[config.mk]
export PLATFORM = sky130hd
export DESIGN_NAME = score_digit_scheduler
export DESIGN_NICKNAME = d
export VERILOG_FILES = /design/src/rtl/score_digit_scheduler.sv
export SDC_FILE = /design/constraint.sdc
export NUM_CORES = 1
export LEC_CHECK = 0
export CELL_PAD_IN_SITES_DETAIL_PLACEMENT = 1
export CELL_PAD_IN_SITES_GLOBAL_PLACEMENT = 2
export CORE_MARGIN = 2
export CORE_UTILIZATION = 41
export CTS_BUF_LIST = sky130_fd_sc_hd__clkbuf_8
export CTS_CLUSTER_SIZE = 16
export DETAILED_ROUTE_END_ITERATION = 6
export GPL_ROUTABILITY_DRIVEN = 1
export PLACE_DENSITY_LB_ADDON = 0.1
export SYNTH_ARGS = -nofsm -noshare
export SYNTH_HDL_FRONTEND = slang
export SYNTH_SLANG_ARGS = --single-unit
[constraint.sdc]
create_clock -name clk_i -period 3.6 [get_ports clk_i]
set_input_delay 0.36 -clock clk_i [delete_from_list [all_inputs] [get_ports clk_i]]
set_output_delay 0.36 -clock clk_i [all_outputs]
set_load 0.01 [all_outputs]
[src/rtl/score_digit_scheduler.sv]
// Score-digit overlay controller: serial double-dabble conversion of binary
// scores, committed to the display register only during vertical blanking.
module score_digit_scheduler #(
  parameter int score_width_p = 16,
  parameter int digits_p      = 5,
  parameter int sel_width_p   = 3
) (
  input  logic                     clk_i,
  input  logic                     reset_i,
  input  logic [score_width_p-1:0] score_i,
  input  logic                     score_v_i,
  output logic                     ready_o,
  input  logic                     vblank_i,
  input  logic [sel_width_p-1:0]   digit_sel_i,
  output logic [3:0]               digit_o,
  output logic [digits_p-1:0]      blank_mask_o,
  output logic                     busy_o,
  output logic                     commit_o
);

  localparam int SW = score_width_p;
  localparam int BW = 4 * digits_p;
  localparam int CW = $clog2(SW + 1);

  localparam logic [1:0] IDLE    = 2'd0;
  localparam logic [1:0] CONVERT = 2'd1;
  localparam logic [1:0] WAIT    = 2'd2;

  localparam logic [digits_p-1:0] MASK_RST =
    {1'b0, {(digits_p-1){1'b1}}};

  logic [1:0]          r_state;
  logic [SW-1:0]       r_shift;
  logic [BW-1:0]       r_scratch;
  logic [CW-1:0]       r_cnt;
  logic [BW-1:0]       r_disp;
  logic [digits_p-1:0] r_mask;
  logic                r_commit;

  logic [BW-1:0]       w_adj;
  logic [digits_p-1:0] w_mask;
  logic                w_zero;
  logic [3:0]          w_digit;

  always_comb begin
    w_adj = '0;
    for (int i = 0; i < digits_p; i++) begin
      if (r_scratch[4*i +: 4] >= 4'd5)
        w_adj[4*i +: 4] = r_scratch[4*i +: 4] + 4'd3;
      else
        w_adj[4*i +: 4] = r_scratch[4*i +: 4];
    end
  end

  // Column 0 lives in the most significant nibble.
  always_comb begin
    w_mask = '0;
    w_zero = 1'b1;
    for (int i = 0; i < digits_p; i++) begin
      w_zero = w_zero & (r_scratch[4*(digits_p-1-i) +: 4] == 4'd0);
      w_mask[i] = w_zero & (i != digits_p - 1);
    end
  end

  always_ff @(posedge clk_i or posedge reset_i) begin
    if (reset_i) begin
      r_state   <= IDLE;
      r_shift   <= '0;
      r_scratch <= '0;
      r_cnt     <= '0;
      r_disp    <= '0;
      r_mask    <= MASK_RST;
      r_commit  <= 1'b0;
    end else begin
      r_commit <= 1'b0;
      unique case (r_state)
        IDLE: begin
          if (score_v_i) begin
            r_shift   <= score_i;
            r_scratch <= '0;
            r_cnt     <= '0;
            r_state   <= CONVERT;
          end
        end
        CONVERT: begin
          r_scratch <= {w_adj[BW-2:0], r_shift[SW-1]};
          r_shift   <= {r_shift[SW-2:0], 1'b0};
          r_cnt     <= r_cnt + CW'(1);
          if (r_cnt == CW'(SW - 1))
            r_state <= WAIT;
        end
        WAIT: begin
          if (vblank_i) begin
            r_disp   <= r_scratch;
            r_mask   <= w_mask;
            r_commit <= 1'b1;
            r_state  <= IDLE;
          end
        end
        default: r_state <= IDLE;
      endcase
    end
  end

  always_comb begin
    w_digit = 4'hF;
    for (int i = 0; i < digits_p; i++) begin
      if (digit_sel_i == sel_width_p'(i) && !r_mask[i])
        w_digit = r_disp[4*(digits_p-1-i) +: 4];
    end
  end

  assign ready_o      = (r_state == IDLE);
  assign busy_o       = (r_state != IDLE);
  assign commit_o     = r_commit;
  assign blank_mask_o = r_mask;
  assign digit_o      = w_digit;

endmodule

==> qor.yml <==
status: "completed"
ys_dominant_reg_cell: "dfrtp_1"
antenna_found_initial: 0
cts.sinks: 68
synthArstFlopShare: 1.000
max_stage_delay_ps: 560
wl_per_cell_um: 16.10
critPathMaxFanout: 10
synthesis.area_um2: 3425
fillCellCount: 928
worst_setup_path_start_kind: "primary input"
worst-path-buf-inv: 2
n_antenna_cell: 0
r2r-start: "r_scratch[17]"
tightest_slew_ps: 805.0
cp_cell_sequence: "clkdlybuf4s50_1, or3b_2, o31a_1, o22ai_1, a31oi_1, clkdlybuf4s50_1"
grt_pass1_wl_um: 13230
drcViolationCount: 0
area_growth_pct: 18.82
ctsHtreeMaxLevel: 3
final_nets: 410
syn_nets: 380
cts.path.max_buffers: 2
cts_inserted_buffers: 9
placementRows: 33
hold_buffers: 0
critPathRequiredTime_ps: 3240
wl_um: 7759
fmax_mhz: 360.6
worstSetupPathType: "in -> out"
cp-end-kind: "output port"
powerDensity_nw_per_um2: 747.2
startpoint: "digit_sel_i[0]"
cts_setup_buffers: 0
slew_violations: 0
synth-edff-count: 0
die_y_um: 95.39
num_vias: 2646
cts_tree: "yes"
grt_usage: 0.1900
cp.arrival_ps: 2410
dr.pass1.iters: 4
final_cells: 482
core_um2: 8175
rsz0062_at_grt: "no"
pre_cts_ws_ps: 824.2
drt_iter0_drc: 97
cpMaxStageDelayCell: "clkdlybuf4s50_1"
p_leak_nw: 1.771
ys_types: 40
p_total_mw: 3.040
ant_nets: 0
maxCapViolations: 0
insertion_delay_ps: 330
grt_max_degree: 39
cts-root-buf: "clkbuf_8"
synth_seq_cells: 68
timing.hold.ws_ps: 480.0
layout_setup_ws_ps: 827.0
syn_avg_cell_area_um2: 10.01
ys_warn_count: 0
final_area_um2: 4069
die_w_um: 95.39
seq_area_frac_synth: 0.4984
hp-start: "r_shift[15]"
start_util: 0.4189
slew_headroom: 0.4626
grt_pass1_vias: 2651
hold_viol_final: 0
clkSlewWorstSetupHoldPaths_ps: 70
fin_crit_sh: 0.7703
fin_crit_ps: 2773
numPortBuffers: 33
dieArea_um2: 9099
dp_hpwl_um: 5400
setup_viol: 0
cpMostUsedCell: "clkdlybuf4s50_1"
cts_resized: 0
place_congestion: 0.7831
drive_above_1_share: 0.1114
dpl-instance-area_um2: 3852
crit_family: "buffers and inverters"
holdCritPathClass: "reg -> reg"
vias_per_cell: 5.490
place_inst: 466
grt_overflow: 0
utilization: 0.4977
netlist_instances: 342
max-vdd-ir-drop_v: 0.0002433
io_pins: 35
finalSetupTns_ps: 0
fin_worst_skew_ps: 7.597
-- layer usage --
layer | share of wire | GRT usage | wire (µm)
met2 | 0.47 | 0.3028 | 3621
met3 | 0.026 | 0.02846 | 204
met1 | 0.49 | 0.2606 | 3833
met4 | 0.013 | 0.07619 | 101
met5 | 0 | 0 | 0
-- worst register-to-register path, cell delays in order, from the launching register on --
cell and delay, ps:
dfrtp_1 380, inv_1 150, ha_1 230, or3b_1 400, or4b_4 550, or4b_4 540
o21ai_1 150
-- where the power goes --
group,total (mW),leakage (nW),internal [mW],switching (mW)
Clock,0.684,0.117,0.403,0.281
Sequential,1.20,0.882,1.01,0.196
Combinational,1.15,0.772,0.537,0.616
-- path summary, 6_finish.rpt --
kind / endpoint / slack, ps / depth (start not counted)
max: digit_o[2] / 830 / 6
min: r_scratch[0] / 480 / 2
max reg2reg: blank_mask_o[3] / 1140 / 6
min reg2reg: r_scratch[0] / 480 / 2
max in group asynchronous: blank_mask_o[1] / 2310 / 3
min in group asynchronous: r_shift[14] / 500 / 2
-- kinds of logic after synthesis --
logic type	after synthesis	synth area share
AO/OA/AOI/OAI	111	0.1955
XOR/XNOR	6	0.01535
adder cells (fa/ha/maj)	15	0.05480
buffers and inverters	35	0.03946
flip-flops	68	0.4984
multiplexers	16	0.05079
other	1	0.001095
AND/OR/NAND/NOR	90	0.1447
-- final cells by class --
type                            count  area [µm²]  area share
Clock buffer                       10       137.6     0.03383
Sequential cell                    68        1707      0.4194
Clock inverter                      6       78.83     0.01937
Multi-Input combinational cell    239        1583      0.3890
Timing Repair Buffer               39       375.4     0.09225
Inverter                           15       56.30     0.01384
Tap cell                          105       131.4     0.03229
-- placed cells by master, fill, tap and decap left out, drive strengths merged, types with 2 or more instances in the layout --
cell           synthesis  final
clkdlybuf4s50          0     33
or3b                   2      2
o21ai                 43     43
dfstp                  4      4
or4b                   2      2
nor2                   9      9
ha                    15     15
inv                   14     15
clkinv                 1      4
xnor2                  5      5
bufinv                 0      2
o22ai                 17     17
dfrtp                 64     64
a32o                   5      5
mux2i                  5      5
a22o                   7      7
buf                    3      6
o31ai                  5      5
mux2                  11     11
a31oi                  4      4
a21oi                 23     23
nand2b                 6      6
or2                    2      2
nand2                 36     36
nand3                  3      3
o31a                   4      4
nor2b                  4      4
nor3b                 21     21
clkbuf                17     10
-- cell usage after synthesis (all sizes together) (3+ instances only) --
cell type | number | area (µm²)
nand2b | 6 | 37.54
o21ai | 43 | 215.2
dfrtp | 64 | 1602
buf | 3 | 15.02
inv | 14 | 52.55
clkbuf | 17 | 63.81
mux2 | 11 | 123.9
a31oi | 4 | 25.02
dfstp | 4 | 105.1
o31ai | 5 | 37.54
nor2 | 9 | 33.78
ha | 15 | 187.7
a32o | 5 | 50.05
a22o | 7 | 61.31
o22ai | 17 | 106.4
nand3 | 3 | 15.01
nand2 | 36 | 135.1
a21oi | 23 | 115.1
o31a | 4 | 35.03
xnor2 | 5 | 43.79
nor2b | 4 | 25.02
mux2i | 5 | 50.05
nor3b | 21 | 157.7
-- flip-flops by register name, summed over array words and instances (netlist names) --
name	flops
r_scratch	20
commit_o	1
r_disp	20
r_cnt	5
blank_mask_o	4
r_state	2
r_shift	16
No activity file was read; power rests on OpenSTA's default activity.
